--- src/rtl/pc_fetch_unit_pkg.sv ---
// Shared definitions for the PC fetch unit: FSM state encodings, the NOP
// instruction loaded on reset, branch_sel bit positions and a small helper.
package pc_fetch_unit_pkg;

    typedef enum logic [1:0] {
        ST_IDLE  = 2'd0,
        ST_FETCH = 2'd1,
        ST_ISSUE = 2'd2,
        ST_HALT  = 2'd3
    } fetch_state_t;

    // addi x0, x0, 0
    localparam logic [31:0] NOP_INSTR = 32'h0000_0013;

    // Bit positions inside branch_sel
    localparam int BR_TAKEN = 0;
    localparam int BR_JUMP  = 1;

    // Register-indirect jump targets always have bit 0 cleared
    function automatic logic [31:0] clear_lsb(input logic [31:0] addr);
        return {addr[31:1], 1'b0};
    endfunction

endpackage

--- src/rtl/pc_fetch_unit_next_pc_mux.sv ---
// Combinational next-PC selection for pc_fetch_unit.
// Priority: register-indirect jump, direct jump, taken branch, sequential.
// Optional macro FETCH_MISALIGN_CHECK_EN: when defined, a selected target
// with non-zero bits [1:0] is flagged on 'misaligned'; when undefined, the
// low two bits of the target are forced to zero and 'misaligned' is 0.
module next_pc_mux
    import pc_fetch_unit_pkg::*;
(
    input  logic [31:0] pc_plus4,
    input  logic [1:0]  branch_sel,
    input  logic        jalr,
    input  logic [31:0] branch_target,
    input  logic [31:0] jalr_target,
    output logic [31:0] next_pc,
    output logic        misaligned
);

    logic [31:0] target;

    // Pick the candidate next PC by priority; branch_sel = 2'b11 is a jump
    always_comb begin
        target = pc_plus4;
        if (branch_sel[BR_JUMP] && jalr) begin
            target = clear_lsb(jalr_target);
        end else if (branch_sel[BR_JUMP]) begin
            target = branch_target;
        end else if (branch_sel[BR_TAKEN]) begin
            target = branch_target;
        end
    end

`ifdef FETCH_MISALIGN_CHECK_EN
    assign next_pc    = target;
    assign misaligned = |target[1:0];
`else
    assign next_pc    = target & ~32'h0000_0003;
    assign misaligned = 1'b0;
`endif

endmodule

--- src/rtl/pc_fetch_unit.sv ---
// PC fetch unit: IDLE -> FETCH -> ISSUE loop issuing one instruction at a
// time to the core, with halt and misaligned-target stops into a terminal
// HALT state. Next-PC selection lives in next_pc_mux.
// Optional macro FETCH_MISALIGN_CHECK_EN enables the misaligned-target stop;
// without it the misalign flag can never set.
module pc_fetch_unit
    import pc_fetch_unit_pkg::*;
#(
    parameter logic [31:0] RESET_VECTOR = 32'h0000_0000
) (
    input  logic        clk,
    input  logic        rst_n,
    input  logic [1:0]  branch_sel,
    input  logic        jalr,
    input  logic [31:0] branch_target,
    input  logic [31:0] jalr_target,
    input  logic        halt,
    input  logic        core_ready,
    output logic        imem_req,
    output logic [31:0] imem_addr,
    input  logic        imem_ack,
    input  logic [31:0] imem_rdata,
    output logic [31:0] instr,
    output logic        instr_valid,
    output logic [31:0] pc,
    output logic [31:0] pc_plus4,
    output logic        halted,
    output logic        misalign
);

    fetch_state_t state_q;
    fetch_state_t state_d;
    logic [31:0]  pc_q;
    logic [31:0]  instr_q;
    logic [31:0]  next_pc;
    logic         halted_q;
    logic         misalign_q;
    logic         target_misaligned;
    logic         issue_fire;

    // Control inputs are only meaningful on the cycle the core accepts
    assign issue_fire = (state_q == ST_ISSUE) && core_ready;

    next_pc_mux u_next_pc_mux (
        .pc_plus4      (pc_plus4),
        .branch_sel    (branch_sel),
        .jalr          (jalr),
        .branch_target (branch_target),
        .jalr_target   (jalr_target),
        .next_pc       (next_pc),
        .misaligned    (target_misaligned)
    );

    // State register; reset forces IDLE immediately
    always_ff @(posedge clk or negedge rst_n) begin
        if (!rst_n) begin
            state_q <= ST_IDLE;
        end else begin
            state_q <= state_d;
        end
    end

    // Next-state logic: halt beats misalign beats the normal PC update
    always_comb begin
        state_d = state_q;
        case (state_q)
            ST_IDLE:  state_d = ST_FETCH;
            ST_FETCH: if (imem_ack) state_d = ST_ISSUE;
            ST_ISSUE: begin
                if (core_ready) begin
                    if (halt || target_misaligned) begin
                        state_d = ST_HALT;
                    end else begin
                        state_d = ST_FETCH;
                    end
                end
            end
            ST_HALT:  state_d = ST_HALT;
            default:  state_d = ST_IDLE;
        endcase
    end

    // Handshake outputs decoded straight from state so reset drops them at once
    always_comb begin
        imem_req    = (state_q == ST_FETCH);
        instr_valid = (state_q == ST_ISSUE);
    end

    // PC, instruction latch and sticky status flags
    always_ff @(posedge clk or negedge rst_n) begin
        if (!rst_n) begin
            pc_q       <= RESET_VECTOR;
            instr_q    <= NOP_INSTR;
            halted_q   <= 1'b0;
            misalign_q <= 1'b0;
        end else begin
            if ((state_q == ST_FETCH) && imem_ack) begin
                instr_q <= imem_rdata;
            end
            if (issue_fire) begin
                if (halt) begin
                    halted_q <= 1'b1;
                end else if (target_misaligned) begin
                    misalign_q <= 1'b1;
                end else begin
                    pc_q <= next_pc;
                end
            end
        end
    end

    assign pc        = pc_q;
    assign imem_addr = pc_q;
    assign pc_plus4  = pc_q + 32'd4;
    assign instr     = instr_q;
    assign halted    = halted_q;
    assign misalign  = misalign_q;

endmodule
--- config.mk ---
export PLATFORM = sky130hd
export DESIGN_NAME = pc_fetch_unit
export DESIGN_NICKNAME = d
export VERILOG_FILES = /design/src/rtl/pc_fetch_unit_pkg.sv /design/src/rtl/pc_fetch_unit_next_pc_mux.sv /design/src/rtl/pc_fetch_unit.sv
export SDC_FILE = /design/constraint.sdc
export NUM_CORES = 1
export LEC_CHECK = 0
export ABC_AREA = 1
export BUFFER_PORTS_ARGS = -buffer_cell sky130_fd_sc_hd__buf_2
export CAP_MARGIN = 20
export CORE_ASPECT_RATIO = 0.75
export CORE_MARGIN = 4
export CORE_UTILIZATION = 50
export CTS_CLUSTER_SIZE = 8
export DETAILED_ROUTE_END_ITERATION = 8
export GPL_ROUTABILITY_DRIVEN = 1
export PLACE_DENSITY = 0.87
export SLEW_MARGIN = 40
export SYNTH_ARGS = -nofsm -noshare
export SYNTH_HDL_FRONTEND = slang
export SYNTH_HIERARCHICAL = 1
export SYNTH_SLANG_ARGS = --single-unit
--- constraint.sdc ---
create_clock -name clk -period 2.49 [get_ports clk]
set_input_delay 0.3735 -clock clk [delete_from_list [all_inputs] [get_ports clk]]
set_output_delay 0.3735 -clock clk [all_outputs]
set_load 0.005 [all_outputs]
# Word-level counts from Yosys, hierarchy flattened
# Cells that the tools add are included.
classes:
  n_addsub: 1
  eq_ne: 5
  mux: 7
  bitwise_logic: 1
  reduce_logical: 7
op_table:
  columns: ["op", "count"]
  rows:
  - ["$mux W32", 3]
  - ["$add A32 B3 Y32 const B", 1]
  - ["$pmux W2 S4", 1]
  - ["$mux W2", 3]
  - ["$reduce_and A2 Y1", 3]
  - ["$eq A2 B2 Y1 const B", 2]
  - ["$logic_and A1 B1 Y1", 3]
  - ["$eq A2 B1 Y1 const B", 1]
  - ["$logic_not A2 Y1", 1]
  - ["$ne A2 B1 Y1 const B", 1]
  - ["$ne A2 B2 Y1 const B", 1]
  - ["$not A1 Y1", 1]
totals:
  regBits: 65
  inputBits: 104
  output_inout_bits: 132
  word_cells: 25

# Longest topological paths before layout
# Gate-level depths: netlist of the first run.
depth:
  depth_word: 4
  mapped_depth: 12
  ltp_nobuf: 12

# Cells and area by module
# Netlist of the first run, hierarchy kept.
modules_own_cells:
  columns: ["module", "instances", "cells_per_inst", "area_each_um2", "seq_area_each_um2"]
  rows:
  - ["pc_fetch_unit", 1, 493, 3858.7, 1705.4]
  - ["next_pc_mux", 1, 142, 641.9, 0.0]

# Least setup slack after synthesis of the first run
# OpenSTA, ideal clock, no wires.
synth_timing:
  kind: "register -> output"
  startpoint: "reg pc_q[3] (netlist: imem_addr[3])"
  endpoint: "out pc_plus4[18]"
  arrival_time_ps: 1279
  slack_ps: 837
  path_stages_with_launch: 7
  n_path_buf: 0
  path_cell_list: "dfrtp_1 -> ha_1 -> nand2_1 -> nor2_1 -> nand2_2 -> nor2_2 -> xor2_1"
synth_between:
  elab_chain_len: 1
synth_rtl:
  columns: ["element", "line", "source"]
  rows:
  - ["start, declared", "pc_fetch_unit.sv:33", "logic [31:0] pc_q;"]
  - ["start signal, assigned", "pc_fetch_unit.sv:106", "pc_q <= next_pc;"]
  - ["$add A32 B3 Y32", "pc_fetch_unit.sv:114", "assign pc_plus4 = pc_q + 32'd4;"]
  - ["end, declared", "pc_fetch_unit.sv:26", "output logic [31:0] pc_plus4,"]
# No other way between the ends.

# Worst setup path after layout of the first run
layout_timing:
  startpoint: "reg pc_q[3] (netlist: imem_addr[3])"
  endpoint: "out pc_plus4[12]"
# The elaborated chain is that of the path after synthesis.

==> impl_results.md, run 1 <==
- Outcome: finished clean
- Die Y: 90.2 µm
- Final Hold Fails: 0
- Max-cap violation count: 0
- Routed Antenna Nets: 0
- Antenna diodes: 0
- Mapped Area: 0.00450 mm²
- Setup WS post-layout: 0.126 ns
- RSZ-0062 raised after global routing: false
- Most frequent cells after synthesis: nand2_1 (235), nand3_1 (99), dfrtp_1 (65)
- Rows: 29
- Largest net degree at the start of global routing: 69
- Number of global-route vias before repair: 4280
- Hold slack: 0.0492 ns
- Critical path endpoint category: output port
- Reg2Reg Setup Slack: 0.53 ns
- CP max FO: 5
- Final nets: 928
- Ranking of synthesized cells by area: dfrtp_1 (36%), nand2_1 (20%), nand3_1 (11%), buf_4 (6.8%), inv_1 (3.8%)
- Leakage: 3.34 nW
- Layout area overhead: 26.6%
- Synth Register Bits: 68
- Clk_skew: 0.00610 ns
- Reg-to-reg startpoint: imem_addr[3]
- Reg2reg path depth: 10
- Starting Density: 0.523
- Via Count: 4686
- Final cycle utilization of the critical path: 0.949
- H-tree levels: 3
- Share of flip-flops with an asynchronous set or reset: 1.00
- Worst hold path class: primary input to asynchronous set/reset pin
- Final min period: 2.36 ns
- VDD IR-drop max: 0.000391 V
- Count of cell types in the netlist: 28
- Gr ovfl total: 0
- Power Dens Cells: 480 mW/mm²
- Post-layout total power: 2.74 mW
- Slew Limit Fails: 0
- Initial drt markers: 272
- Worst EP arrival: 1.99 ns
- Worst-Skew Late Latency: 0.33 ns
- Hold buffer count at cts: 0
- Fillcell total: 746
- IO buf count: 231
- Total GRT Usage: 0.242
- Initial antenna violation count: 1
- Clk buf depth: 2
- Pre-CTS setup slack: 0.486 ns
- EDFF count, synth: 0
- Top-count cell post-synth: nand2_1
- DRC viols: 0
- Per-cell routed wire length: 14.3 µm
- CTS tree: built
- DP Wirelength: 9910 µm
- Dominant cell type by area after synthesis: dfrtp_1
- Clock Sinks: 68
- DIE WIDTH: 118 µm
- Final Setup Violations: 0
- FF-to-FF End: imem_addr[12]
- Synth Flop Type: dfrtp_1
- Final WL: 13300 µm
- CP Data Required Time: 2.12 ns
- Mapped Avg Cell Area: 7.09 µm²
- First-pass GRT wire length: 21100 µm
- Full die area: 0.0106 mm²
- GPL Wtd Cong: 0.936
- Crit Path Class: flop to output port
- Root buffer cell: clkbuf_16
- Area of the multi-input gates: 0.00217 mm²
- Total iterations of the first detailed-routing run: 5
- Core ar.: 0.00860 mm²
- Slew @ Worst Pin: 0.626 ns
- Synth warn: 6
- Seq. cell area: 0.00171 mm²
- Worst-path clk slew: 0.06 ns
- Worst rel slew slack: 0.583
- DR vias/cell: 5.01
- Share of layout cells above drive strength 1: 0.362
- I/O pin count: 236
- Post-Syn Instances: 635
- Yosys top cell area share: 0.361
- Max Freq: 0.423 GHz
- Sequential share of the synthesized area: 0.379
- Setup TNS: 0 ns
- Crit path launch type: flop
- CTS Buf Count: 9
-- cell families (layout without fill, tap and decap cells) --
logic type,count (synthesis),count (layout),synth area share
XOR/XNOR,15,15,0.0292
AND/OR/NAND/NOR,400,400,0.388
other,1,3,0.000833
flip-flops,68,68,0.379
buffers and inverters,114,305,0.142
AO/OA/AOI/OAI,36,36,0.0581
adder cells (fa/ha/maj),1,1,0.00278
-- layer usage --
layer / wire length [µm] / up-vias / track usage
li1: - / 2329 / -
met1: 5420 / 2160 / 0.289
met4: 48 / 2 / 0.0468
met3: 1190 / 6 / 0.0853
met2: 6680 / 189 / 0.425
met5: 13 / - / 0
-- power breakdown --
group,internal (mW),switching [mW],total (mW)
combinational,0.171,0.203,0.375
clock,0.698,0.463,1.16
sequential,1.16,0.0425,1.20
-- stage by stage --
| step | std cells | utilization | instance area, µm² |
|---|---|---|---|
| floorplan | 637 | - | 4510 |
| detailed placement | 920 | 0.630 | 5420 |
| global route | 936 | 0.663 | 5700 |
| global placement | 920 | 0.630 | 5420 |
| finish | 936 | 0.663 | 5700 |
| CTS | 936 | 0.662 | 5690 |
-- critical path: stages (launching register included) --
cell and delay (ns):
dfrtp_1 0.41, ha_1 0.22, nand2_1 0.06, nor2_1 0.17
nand2_2 0.19, nor2_2 0.21, xor2_1 0.24, buf_2 0.16
-- worst max-delay path by stage --
stage	startpoint	endpoint	depth (start not counted)
2_1_floorplan	imem_addr[3]	pc_plus4[18]	6
3_3_place_gp	imem_addr[3]	pc_plus4[14]	7
3_5_place_dp	imem_addr[3]	pc_plus4[14]	7
4_1_cts	imem_addr[3]	pc_plus4[14]	7
5_1_grt	imem_addr[3]	pc_plus4[18]	7
6_report	imem_addr[3]	pc_plus4[12]	7
-- registers in the layout, indices dropped and copies added, names as in the netlist --
name / count
misalign: 1
imem_addr: 32
instr: 32
halted: 1
state_q: 2
-- cell type report --
type,instances,share of cell area
clock buffer,12,0.0433
sequential,68,0.299
tap,108,0.0237
clock inverter,4,0.00439
inverter,49,0.0323
multi-input combinational,455,0.381
timing repair buffer,240,0.216
-- cells in the final DEF (no fill, tap or decap), drive strengths merged, types with 3 or more instances in the layout --
cell type / instances
a21oi: 8
buf: 240
clkbuf: 12
conb: 3
dfrtp: 65
dfstp: 3
inv: 49
nand2: 238
nand3: 100
nand3b: 7
nor2: 53
o21ai: 25
xnor2: 4
xor2: 11
-- repair_timing --
action | CTS | global route
gates resized for setup | 0 | 1
buffers inserted | 0 | 0
setup endpoints to repair | 0 | 1
(Power assumes the default switching activity.)
==> run 2, diff against run 1 <==
--- a/config.mk
+++ b/config.mk
@@ -8,7 +8,6 @@
 export ABC_AREA = 1
 export BUFFER_PORTS_ARGS = -buffer_cell sky130_fd_sc_hd__buf_2
 export CAP_MARGIN = 20
-export CORE_ASPECT_RATIO = 0.75
 export CORE_MARGIN = 4
 export CORE_UTILIZATION = 50
 export CTS_CLUSTER_SIZE = 8
==> constraint.sdc (replaced) <==
create_clock -name clk -period 2.49 [get_ports clk]
set_input_delay 0.498 -clock clk [delete_from_list [all_inputs] [get_ports clk]]
set_output_delay 0.498 -clock clk [all_outputs]
set_load 0.005 [all_outputs]
==> run 2 against run 1 <==
Largest power group unchanged. Sequential share of layout area hardly changed. Register-to-register slack gained 0.16 ns. Fmax up 0.95%. Utilization decreased by 0.86 points. Hold slack better by 0.11 ns. Sequential cell count is the same. Routed wire length fell by 0.13%. Via count is 0.11% higher. Clock power shrank 20%. Critical path depth is 1 higher. Clock skew is 0.0015 ns higher. Combinational power is 1% higher.
==> impl_results.md, run 2 (synthesis results as in run 1) <==
- DRC viols: 0 (unchanged)
- Final nets: 931 (was 928)
- Total iterations of the first detailed-routing run: 4 (was 5)
- Cell Count Post-Placement: 922 (was 920)
- Met2 usage: 0.443 (was 0.425)
- Fillcell total: 814 (was 746)
- Worst rel slew slack: 0.587 (was 0.583)
- CTS tree: built (unchanged)
- Worst-path clk slew: 0.08 ns (was 0.06 ns)
- Initial antenna violation count: 0 (was 1)
- Seq. cell area: 0.00171 mm² (about the same)
- Starting Density: 0.516 (was 0.523)
- Final Hold Fails: 0 (unchanged)
- Global route hottest layer: met2 (unchanged)
- DR vias/cell: 5.00 (was 5.01)
- Outcome: finished clean (unchanged)
- Routed Antenna Nets: 0 (unchanged)
- Die Y: 103 µm (was 90.2 µm)
- CP Data Required Time: 1.99 ns (was 2.12 ns)
- IO buf count: 231 (unchanged)
- Number of global-route vias before repair: 4366 (was 4280)
- Final Setup Violations: 0 (unchanged)
- Final min period: 2.34 ns (was 2.36 ns)
- Setup TNS: 0 ns (unchanged)
- Final WL: 13300 µm (about the same)
- Hold slack: 0.155 ns (was 0.0492 ns)
- Share of layout cells above drive strength 1: 0.372 (was 0.362)
- Rows: 34 (was 29)
- Worst EP arrival: 1.84 ns (was 1.99 ns)
- Largest net degree at the start of global routing: 69 (unchanged)
- Worst hold path class: primary input to asynchronous set/reset pin (unchanged)
- GPL Wtd Cong: 0.879 (was 0.936)
- First-pass GRT wire length: 20800 µm (was 21100 µm)
- Initial drt markers: 155 (was 272)
- Final cycle utilization of the critical path: 0.940 (was 0.949)
- Slew @ Worst Pin: 0.618 ns (was 0.626 ns)
- Met1 Use GR: 0.297 (was 0.289)
- CTS Buf Count: 9 (unchanged)
- Critical path endpoint category: output port (unchanged)
- Clk_skew: 0.00755 ns (was 0.00610 ns)
- FF-to-FF End: imem_addr[26] (was imem_addr[12])
- Crit path launch type: flop (unchanged)
- Commonest cells after routing, fill and taps aside: nand2_1 (235), buf_2 (230), nand3_1 (99) (unchanged)
- Gr ovfl total: 0 (unchanged)
- Clock Sinks: 68 (unchanged)
- Crit Path Class: flop to output port (unchanged)
- Via Count: 4691 (was 4686)
- Total GRT Usage: 0.251 (was 0.242)
- Max Freq: 0.427 GHz (was 0.423 GHz)
- Full die area: 0.0106 mm² (about the same)
- M3 GR Usage: 0.0677 (was 0.0853)
- Reg2reg path depth: 11 (was 10)
- Area of the multi-input gates: 0.00221 mm² (was 0.00217 mm²)
- Max-cap violation count: 0 (unchanged)
- Finished Layout Cells: 938 (was 936)
- Layout area overhead: 26.7% (was 26.6%)
- CP max FO: 6 (was 5)
- DIE WIDTH: 103 µm (was 118 µm)
- DP Wirelength: 10300 µm (was 9910 µm)
- Root buffer cell: clkbuf_8 (was clkbuf_16)
- Power Dens Cells: 440 mW/mm² (was 480 mW/mm²)
- Slew Limit Fails: 0 (unchanged)
- Post-layout total power: 2.51 mW (was 2.74 mW)
- Most common cell after layout, fill and taps aside: nand2_1 (unchanged)
- Reg-to-reg startpoint: imem_addr[10] (was imem_addr[3])
- Core ar.: 0.00872 mm² (was 0.00860 mm²)
- Hold buffer count at cts: 0 (unchanged)
- Clk buf depth: 2 (unchanged)
- Worst-Skew Late Latency: 0.34 ns (was 0.33 ns)
- Antenna diodes: 0 (unchanged)
- I/O pin count: 236 (unchanged)
- Per-cell routed wire length: 14.2 µm (was 14.3 µm)
- H-tree levels: 3 (unchanged)
- VDD IR-drop max: 0.000273 V (was 0.000391 V)
- Reg2Reg Setup Slack: 0.69 ns (was 0.53 ns)
- Leakage: 3.33 nW (was 3.34 nW)
==> run 2: worst max-delay path, cell delays in order (launching register included) <==
cell and delay (ns):
dfrtp_1 0.47, nand2_1 0.19, nor2_1 0.19, nand2_1 0.13
nor2_1 0.20, nand2_1 0.07, nand2_1 0.06, nand2_1 0.07
buf_2 0.13
==> run 2: per-layer routing <==
metal  wire length (µm)  vias to the layer above
met5                  0                        -
met4                192                        0
met3               1290                       16
met2               6780                      192
met1               5070                     2152
li1                   -                     2331
==> run 2: timing repair <==
action,in CTS,in global routing
pin swaps,0,1
setup endpoints to repair,2,9
buffers inserted,0,1
hold endpoints to repair,0,0
gates resized for setup,1,10
==> run 2: area by class of cell <==
class	count	area share
Clock inverter	5	0.0110
Sequential cell	68	0.299
Timing Repair Buffer	243	0.222
Multi-Input combinational cell	455	0.388
Clock buffer	10	0.0241
Inverter	49	0.0323
Tap cell	108	0.0237
==> run 2: worst max-delay path by stage <==
stage,startpoint,end,slack (ns),cells past startpoint
4_1_cts,imem_addr[3],pc_plus4[18],-0.004,7
5_1_grt,imem_addr[10],pc_plus4[24],-0.01,7
3_3_place_gp,imem_addr[3],pc_plus4[18],0.40,7
3_5_place_dp,imem_addr[3],pc_plus4[18],0.37,7
6_report,imem_addr[10],pc_plus4[26],0.15,8
2_1_floorplan,imem_addr[3],pc_plus4[18],0.71,6
==> run 2: power by group <==
group	switching [mW]	internal, mW	total, mW
clock network	0.444	0.488	0.932
logic	0.205	0.175	0.380
registers	0.0418	1.16	1.20
==> run 2: through the flow <==
| stage | setup WS (ns) | util | instance area, µm² |
|---|---|---|---|
| 2_1_floorplan | 0.713 | - | 4510 |
| 3_3_place_gp | 0.398 | 0.624 | 5450 |
| 3_5_place_dp | 0.371 | 0.625 | 5450 |
| 4_1_cts | -0.00352 | 0.648 | 5650 |
| 5_1_grt | -0.0129 | 0.654 | 5700 |
| 6_report | 0.148 | 0.654 | 5700 |
